[src/rtl/keypad_pkg.sv]
// Shared types and constants for the 4x4 keypad receive path.
// Key layout: 1 2 3 A / 4 5 6 B / 7 8 9 C / E(*) 0 F(#) D, indexed by row*4 + col.
package keypad_pkg;

    localparam int ROWS = 4;
    localparam int COLS = 4;

    // Entry 0 is the rightmost element: KEY_MAP[0] = 4'h1.
    localparam logic [15:0][3:0] KEY_MAP = {
        4'hD, 4'hF, 4'h0, 4'hE,
        4'hC, 4'h9, 4'h8, 4'h7,
        4'hB, 4'h6, 4'h5, 4'h4,
        4'hA, 4'h3, 4'h2, 4'h1
    };

    typedef enum logic [1:0] {IDLE, DEBOUNCE, PRESSED, RELEASE} kp_state_t;

    function automatic logic is_single(input logic [ROWS-1:0] r);
        return $countones(r) == 1;
    endfunction

    function automatic logic [1:0] row_index(input logic [ROWS-1:0] r);
        logic [1:0] idx;
        idx = 2'd0;
        for (int i = 0; i < ROWS; i++)
            if (r[i]) idx = 2'(i);
        return idx;
    endfunction

endpackage

[src/rtl/row_synchronizer.sv]
// Synchronizes the raw row lines and delays the column index by the same depth,
// so each synchronized row sample is paired with the column that produced it.
module row_synchronizer #(
    parameter int SYNC_STAGES = 2
) (
    input  logic       clk,
    input  logic       rst,
    input  logic [1:0] column_index,
    input  logic [3:0] row_in,
    output logic [1:0] col_s,
    output logic [3:0] row_s
);

    logic [SYNC_STAGES-1:0][3:0] row_q;
    logic [SYNC_STAGES-1:0][1:0] col_q;

    always_ff @(posedge clk or posedge rst) begin
        if (rst) begin
            row_q <= '0;
            col_q <= '0;
        end else begin
            row_q[0] <= row_in;
            col_q[0] <= column_index;
            for (int i = 1; i < SYNC_STAGES; i++) begin
                row_q[i] <= row_q[i-1];
                col_q[i] <= col_q[i-1];
            end
        end
    end

    assign row_s = row_q[SYNC_STAGES-1];
    assign col_s = col_q[SYNC_STAGES-1];

endmodule

[src/rtl/keypad_row_reader.sv]
// Keypad row reader: debounces one key over whole scan cycles and reports it once per press.
// Define KEYPAD_REPEAT_EN to add auto-repeat pulses while a key stays held.
module keypad_row_reader
    import keypad_pkg::*;
#(
    parameter int SYNC_STAGES        = 2,
    parameter int DEBOUNCE_SCANS     = 4,
    parameter int REPEAT_DELAY_SCANS = 50,
    parameter int REPEAT_RATE_SCANS  = 10
) (
    input  logic       clk,
    input  logic       rst,
    input  logic [1:0] column_index,
    input  logic [3:0] row_in,
    output logic       key_valid,
    output logic [3:0] key_pos,
    output logic [3:0] key_value,
    output logic       key_held
);

    localparam int CNT_W = $clog2(DEBOUNCE_SCANS + 1);

    logic [1:0]       col_s, cand_col, cand_col_n;
    logic [3:0]       row_s;
    logic [1:0]       cand_row, cand_row_n, row_idx;
    logic [CNT_W-1:0] cnt, cnt_n, cnt_inc;
    logic [3:0]       key_pos_n;
    logic             key_valid_n, single, cand_hit;
    kp_state_t        state, state_n;

`ifdef KEYPAD_REPEAT_EN
    localparam int REP_W = $clog2(REPEAT_DELAY_SCANS + 1);
    logic [REP_W-1:0] rep_cnt, rep_n;
`endif

    row_synchronizer #(.SYNC_STAGES(SYNC_STAGES)) u_sync (
        .clk          (clk),
        .rst          (rst),
        .column_index (column_index),
        .row_in       (row_in),
        .col_s        (col_s),
        .row_s        (row_s)
    );

    assign single   = is_single(row_s);
    assign row_idx  = row_index(row_s);
    assign cand_hit = (col_s == cand_col);
    assign cnt_inc  = (cnt == CNT_W'(DEBOUNCE_SCANS)) ? cnt : cnt + CNT_W'(1);
    assign key_held = (state == PRESSED) || (state == RELEASE);

    always_comb begin
        state_n     = state;
        cand_col_n  = cand_col;
        cand_row_n  = cand_row;
        cnt_n       = cnt;
        key_valid_n = 1'b0;
        key_pos_n   = key_pos;
`ifdef KEYPAD_REPEAT_EN
        rep_n       = rep_cnt;
`endif
        case (state)
            IDLE: if (single) begin
                cand_col_n = col_s;
                cand_row_n = row_idx;
                cnt_n      = CNT_W'(1);
                state_n    = DEBOUNCE;
            end
            DEBOUNCE: if (cand_hit) begin
                if (single && row_idx == cand_row) begin
                    cnt_n = cnt_inc;
                    if (cnt_inc == CNT_W'(DEBOUNCE_SCANS)) begin
                        state_n     = PRESSED;
                        cnt_n       = '0;
                        key_valid_n = 1'b1;
                        key_pos_n   = {cand_row, cand_col};
`ifdef KEYPAD_REPEAT_EN
                        rep_n       = '0;
`endif
                    end
                end else begin
                    state_n = IDLE;
                    cnt_n   = '0;
                end
            end
            PRESSED: if (cand_hit) begin
                if (!row_s[cand_row]) begin
                    state_n = RELEASE;
                    cnt_n   = CNT_W'(1);
`ifdef KEYPAD_REPEAT_EN
                    rep_n   = '0;
                end else begin
                    // Reloading with DELAY-RATE makes later repeats land every RATE visits.
                    rep_n = rep_cnt + REP_W'(1);
                    if (rep_n == REP_W'(REPEAT_DELAY_SCANS)) begin
                        key_valid_n = 1'b1;
                        rep_n       = REP_W'(REPEAT_DELAY_SCANS - REPEAT_RATE_SCANS);
                    end
`endif
                end
            end
            RELEASE: if (cand_hit) begin
                if (!row_s[cand_row]) begin
                    cnt_n = cnt_inc;
                    if (cnt_inc == CNT_W'(DEBOUNCE_SCANS)) begin
                        state_n = IDLE;
                        cnt_n   = '0;
                    end
                end else begin
                    state_n = PRESSED;
                    cnt_n   = '0;
`ifdef KEYPAD_REPEAT_EN
                    rep_n   = '0;
`endif
                end
            end
            default: state_n = IDLE;
        endcase
    end

    always_ff @(posedge clk or posedge rst) begin
        if (rst) begin
            state     <= IDLE;
            cand_col  <= '0;
            cand_row  <= '0;
            cnt       <= '0;
            key_valid <= 1'b0;
            key_pos   <= '0;
            key_value <= KEY_MAP[0];
`ifdef KEYPAD_REPEAT_EN
            rep_cnt   <= '0;
`endif
        end else begin
            state     <= state_n;
            cand_col  <= cand_col_n;
            cand_row  <= cand_row_n;
            cnt       <= cnt_n;
            key_valid <= key_valid_n;
            key_pos   <= key_pos_n;
            key_value <= KEY_MAP[key_pos_n];
`ifdef KEYPAD_REPEAT_EN
            rep_cnt   <= rep_n;
`endif
        end
    end

endmodule

[config.mk]
export PLATFORM = sky130hd
export DESIGN_NAME = keypad_row_reader
export DESIGN_NICKNAME = d
export VERILOG_FILES = /design/src/rtl/keypad_pkg.sv /design/src/rtl/row_synchronizer.sv /design/src/rtl/keypad_row_reader.sv
export SDC_FILE = /design/constraint.sdc
export NUM_CORES = 1
export LEC_CHECK = 0
export BUFFER_PORTS_ARGS = -buffer_cell sky130_fd_sc_hd__buf_2
export CAP_MARGIN = 10
export CORE_UTILIZATION = 55
export CTS_CLUSTER_DIAMETER = 40
export DETAILED_ROUTE_END_ITERATION = 10
export GPL_TIMING_DRIVEN = 0
export MAX_ROUTING_LAYER = met4
export PLACE_DENSITY = 0.76
export SLEW_MARGIN = 20
export SYNTH_ARGS = -nofsm -noshare
export SYNTH_HDL_FRONTEND = slang
export SYNTH_SLANG_ARGS = --single-unit
[constraint.sdc]
create_clock -name clk -period 4.2 [get_ports clk]
set_clock_uncertainty 0.1 [all_clocks]
set_input_delay 0.63 -clock clk [delete_from_list [all_inputs] [get_ports clk]]
set_output_delay 0.63 -clock clk [all_outputs]
set_load 0.01 [all_outputs]
Word level (Yosys, flattened, before mapping)
Memories as Yosys holds them, arrays and structs flattened. A register that Yosys moved wholly into a read port is not among the register bits. Index checks and enable logic that the tools add are counted.

Flip-flop bits (word level): 26. Latch bits: 0. Memory bits (writable): 0. ROM bits: 64. Input bits: 8. Output and inout bits: 10. Memories kept: 1.

Memories: (name not given) (depth 16, width 4, read ports 1, clocked after memory_dff 1, write ports 0, line keypad_row_reader.sv:139) `key_value <= KEY_MAP[key_pos_n];`.

Add/subtract/negate cells: 4. $mul: 0. Divide/modulo/power cells: 0. Order comparisons: 1. Eq/ne operators: 15. Shift-type cells: 0. Mux-type cells: 33. Bitwise operators: 0. Reductions and logical operators: 6.

Operators by type and width (number): $mux 3 (9); $mux 2 (11); $mux 4 (4); $pmux 3 s4 (1); $ne 2x2->1 const B (5); $pmux 2 s4 (1); $reduce_and 7->1 (1); $eq 3x3->1 const B (2); $mux 1 (6); $reduce_and 5->1 (1); $add 1x1->2 (2); $eq 2x2->1 (2); $eq 2x2->1 const B (2); $add 2x2->3 (1); $add 3x1->3 const B (1); $eq 3x1->1 const B (1); $lt 2x3->1 const B (1); $ne 3x1->1 const B (1); $ne 3x3->1 const B (1); $bmux 1 s2 (1); $eq 2x1->1 const B (1); $logic_not 2->1 (1); $reduce_and 2->1 (1); $logic_and 1x1->1 (1); $logic_or 1x1->1 (1).

Longest topological paths before layout
Depth in word-level cells: 8. Depth in mapped cells: 14. Mapped depth without buffers: 14.

Cells and area by module
Synthesis repeated with hierarchy kept, for this count alone.

Cell total of the unflattened synthesis: 141. Area total of the unflattened synthesis: 1496.4 um^2.

By module, submodules not included: keypad_row_reader (instances 1, cells an instance 122, area each 1147.4 um^2); row_synchronizer (instances 1, cells an instance 19, area each 349.1 um^2).

Worst setup path before layout
No wires, ideal clock.

Kind: register to register. Start point: register u_sync.row_q (netlist bit u_sync.row_s[3]). End point: register key_value[3]. Data arrival time: 3.450 ns. Slack: 0.555 ns. Cell stages (with the launch flop): 14. Period minus slack after synthesis: 3.645 ns. Path through: dfrtp_1 inv_1 fa_1 inv_1 ha_1 ha_1 nor4b_1 o211ai_1 a2111oi_4 buf_6 mux2_2 ha_1 and3_1 o32ai_2.

Cells in the longest elaborated chain, start to end: 7.

RTL lines: start, declared (line row_synchronizer.sv:14) `logic [SYNC_STAGES-1:0][3:0] row_q;`; start signal, assigned by index (line row_synchronizer.sv:25) `row_q[i] <= row_q[i-1];`; $add 1x1->2 (implied by the code) (line keypad_pkg.sv:19) `return $countones(r) == 1;`; $add 2x2->3 (implied by the code) (line keypad_pkg.sv:19); $eq 3x1->1 (line keypad_pkg.sv:19); $logic_and 1x1->1 * (line keypad_row_reader.sv:69) `if (single && row_idx == cand_row) begin`; $mux 4 * (line keypad_row_reader.sv:69); $mux 4 * (line keypad_row_reader.sv:68) `DEBOUNCE: if (cand_hit) begin`; $mux 4 * (line keypad_row_reader.sv:61) `case (state)`; end, declared (line keypad_row_reader.sv:17) `output logic [3:0] key_value,`.

Every way passes the cells marked *; elsewhere a longest branch is shown, timed or not. A chain may end at the register's enable or synchronous reset.

Final worst setup path
Start point: register u_sync.row_q (netlist bit u_sync.row_s[3]). End point: register key_value[2].

Cells in the longest elaborated chain, start to end: 7.

RTL lines: $add 1x1->2 (implied by the code) (line keypad_pkg.sv:19); $add 2x2->3 (implied by the code) (line keypad_pkg.sv:19); $eq 3x1->1 (line keypad_pkg.sv:19); $logic_and 1x1->1 * (line keypad_row_reader.sv:69); $mux 4 * (line keypad_row_reader.sv:69); $mux 4 * (line keypad_row_reader.sv:68); $mux 4 * (line keypad_row_reader.sv:61); net key_pos_n[1] (line keypad_row_reader.sv:27) `logic [3:0] key_pos_n;`.

Mark *: on every way through the listed nets, which the timed path passes. The rest lies on a longest branch.

==> results.cfg <==
[status]
outcome = completed

[cts]
clk_path_buf_depth = 2
cts-buffers-inserted = 5
worst_setup_hold_path_clk_slew_ps = 100
cts_tree = built
clock_tree.htree_level_count = 2
cts_hold_buf = 0
numClockSinks = 30
clock_latency_ps = 330
cts_root_buffer_type = clkbuf_4

[min_path]
worstHoldPathType = in2async

[final_layout]
multiInputGateArea_um2 = 751
final.fill_count = 225
final_layout_size_suffix_gt1_frac = 0.264
layout.cells.most_common_list = dfrtp_1, buf_2, inv_1
finalNetCount = 188
antenna-diode-count = 0
syn2layout_area_growth_pct = 13.7
sequential_standard_cell_area_um2 = 752
layout_commonest_cell = dfrtp_1

[sta]
maxClockFrequency_ghz = 0.254
timing_hold_violations_final = 0
setup-tns-final_ps = 0
worst_slew_pin_slew_ps = 612
slew_headroom = 0.591
slew_violations = 0
fin_crit_ps = 3930
setup_ws_ps = 267
rsz_0062_raised_after_global_routing = false
setup_viol_count_final = 0
fin_worst_hold_slack_ps = 255
period_utilization = 0.937

[power]
worst_ir_drop_vdd_uv = 374
power.density_cell_area_mw_per_mm2 = 573
leakage_power_uw = 0.000828
p_total_uw = 1030

[grt]
grt_overflow = 0
grt_start_max_net_pins = 31
grt_pass1_wl_um = 5200
grtUsageTotal = 0.226
first_global_vias = 1144
antenna_found_initial = 0

[setup_path]
r2r_endpoint = key_value[2]$_DFF_PP0_
setup.worst_path.end_class = register
endpoint = key_value[2]$_DFF_PP0_
ff2ff_path_depth = 14
r2r_setup_slack_ps = 270
cp_max_fo = 8
r2r-start = u_sync.row_s[3]$_DFF_PP0_
cp-start-kind = register
path_class = reg2reg
critical_path_required_ps = 4320
critical_path.startpoint = u_sync.row_s[3]$_DFF_PP0_
cp_data_arrival_time_ps = 4060

[logic_synthesis]
synthesis.area_mm2 = 0.00158
synth.yosys.seq_area_share = 0.475
yosys_register_bits = 30
synth.distinct_cells = 43
syn_area_per_cell_um2 = 10.8
synth_warnings = 0
postSynthNetCount = 161
postSynthCellCount = 146

[die]
die_height_um = 55.7
initial_core_util = 0.579
floorplan.die.width_um = 55.7
core-area_mm2 = 0.00273
die_footprint_mm2 = 0.00310
floorplan.io_pins = 18
std_cell_rows = 19

[place]
weighted_congestion_at_the_end_of_routability_driven_global_placement = 0.875
dpl_worst_slack_ps = 129
place.detailed.hpwl_um = 2000
buffer_ports.inserted = 17

[routing]
vias_after_detailed_routing = 1164
count_of_nets_left_with_antenna_violations_after_detail_routing = 0
viasPerCell = 5.68
detail_route.first_pass.iterations = 4
detail_route.wirelength_um = 2940
drc = 0
mean_routed_wirelength_per_cell_um = 14.3
drt-initial-drc-count = 52

[job]
maximum_capacitance_violations = 0
==> per-stage QoR <==
| stage | instance area [um^2] | cells | utilization |
|---|---|---|---|
| floorplan | 1580 | 146 | - |
| global placement | 1710 | 194 | 0.625 |
| detailed placement | 1710 | 194 | 0.625 |
| CTS | 1770 | 202 | 0.648 |
| global route | 1800 | 205 | 0.659 |
| finish | 1800 | 205 | 0.659 |
==> metal layers <==
metal  GRT usage  up-vias  wire length, um
met5           -        -                0
met4       0.107        0               70
met3      0.0488        7               86
met2       0.363       25             1470
met1       0.271      561             1310
li1            -      571                -
==> worst max-delay path, cell delays in order (launching register included) <==
cell and delay (ps):
dfrtp_1 480, inv_1 90, fa_1 490, inv_1 40, ha_1 170, ha_1 280, nor4b_2 290, o211ai_1 210
a2111oi_4 420, buf_4 210, mux2_2 370, inv_1 80, ha_1 220, nand3b_1 100, a32o_1 270
==> how the worst min path moves through the flow <==
stage | start | endpoint | slack, ps | depth (start not counted)
final | rst | cand_col[1]$_DFFE_PP0P_ | 260 | 2
after CTS | u_sync.row_q[2]$_DFF_PP0_ | u_sync.row_s[2]$_DFF_PP0_ | 260 | 0
after floorplan | u_sync.col_q[0]$_DFF_PP0_ | u_sync.col_s[0]$_DFF_PP0_ | 230 | 0
after detailed placement | u_sync.row_q[2]$_DFF_PP0_ | u_sync.row_s[2]$_DFF_PP0_ | 240 | 0
after global placement | u_sync.col_q[1]$_DFF_PP0_ | u_sync.col_s[1]$_DFF_PP0_ | 230 | 0
after global routing | u_sync.row_q[2]$_DFF_PP0_ | u_sync.row_s[2]$_DFF_PP0_ | 270 | 0
==> registers in the layout, indices dropped and copies added (netlist names) <==
register and flops:
key_pos 4, key_value 4, u_sync.row_q 4, u_sync.row_s 4, cnt 3, cand_col 2, cand_row 2, state 2
u_sync.col_q 2, u_sync.col_s 2, key_valid 1
==> repair_timing <==
item / in CTS / in global routing
setup endpoints to repair: 0 / 2
buffers inserted: 0 / 3
resized for setup: 0 / 1
==> area by class of cell <==
type / instances / area share
clock inverter: 2 / 0.00695
timing repair buffer: 20 / 0.0598
multi-input combinational: 95 / 0.417
inverter: 12 / 0.0250
buffer: 9 / 0.0236
sequential: 30 / 0.418
tap: 31 / 0.0215
clock buffer: 6 / 0.0285
==> synthesized netlist by cell type, drive strengths merged <==
| cell | count | share of area |
|---|---|---|
| o32a | 1 | 0.0063 |
| dfstp | 1 | 0.017 |
| nand2 | 7 | 0.017 |
| nor4b | 1 | 0.0055 |
| mux2i | 3 | 0.019 |
| nor2b | 7 | 0.028 |
| nand2b | 3 | 0.012 |
| o211ai | 2 | 0.0095 |
| o311ai | 1 | 0.0055 |
| a32o | 2 | 0.013 |
| a31oi | 1 | 0.0040 |
| nor2 | 9 | 0.021 |
| fa | 1 | 0.013 |
| nor3 | 2 | 0.0063 |
| nor3b | 1 | 0.0047 |
| and2 | 2 | 0.0079 |
| buf | 3 | 0.013 |
| o21a | 1 | 0.0047 |
| a21o | 2 | 0.0095 |
| a21oi | 9 | 0.028 |
| a311o | 1 | 0.0063 |
| clkbuf | 6 | 0.014 |
| mux2 | 9 | 0.064 |
| a311oi | 2 | 0.011 |
| o22ai | 1 | 0.0040 |
| ha | 6 | 0.047 |
| o21ai | 4 | 0.013 |
| and3 | 1 | 0.0040 |
| xnor2 | 2 | 0.011 |
| o31ai | 3 | 0.014 |
| or3b | 1 | 0.0055 |
| inv | 12 | 0.028 |
| o21bai | 1 | 0.0047 |
| a221oi | 1 | 0.0095 |
| dfrtp | 29 | 0.46 |
| or3 | 1 | 0.0040 |
| o32ai | 1 | 0.010 |
| nand3b | 2 | 0.0095 |
| a2111oi | 1 | 0.017 |
| nand3 | 2 | 0.0063 |
| mux4 | 1 | 0.014 |
==> logic make-up after synthesis <==
| family | after synthesis | share of synthesized area |
|---|---|---|
| flops | 30 | 0.475 |
| buf+inv | 21 | 0.0553 |
| compound gates | 34 | 0.171 |
| simple gates | 39 | 0.131 |
| mux | 13 | 0.0972 |
| xor+xnor | 2 | 0.0111 |
| fa+ha+maj | 7 | 0.0600 |
==> power by group <==
| group | internal [uW] | leakage [uW] | switching [uW] |
|---|---|---|---|
| sequential | 352 | 0.000370 | 52.8 |
| clock | 80.3 | 0.0000343 | 102 |
| combinational | 195 | 0.000423 | 249 |
(Power assumes the default switching activity.)
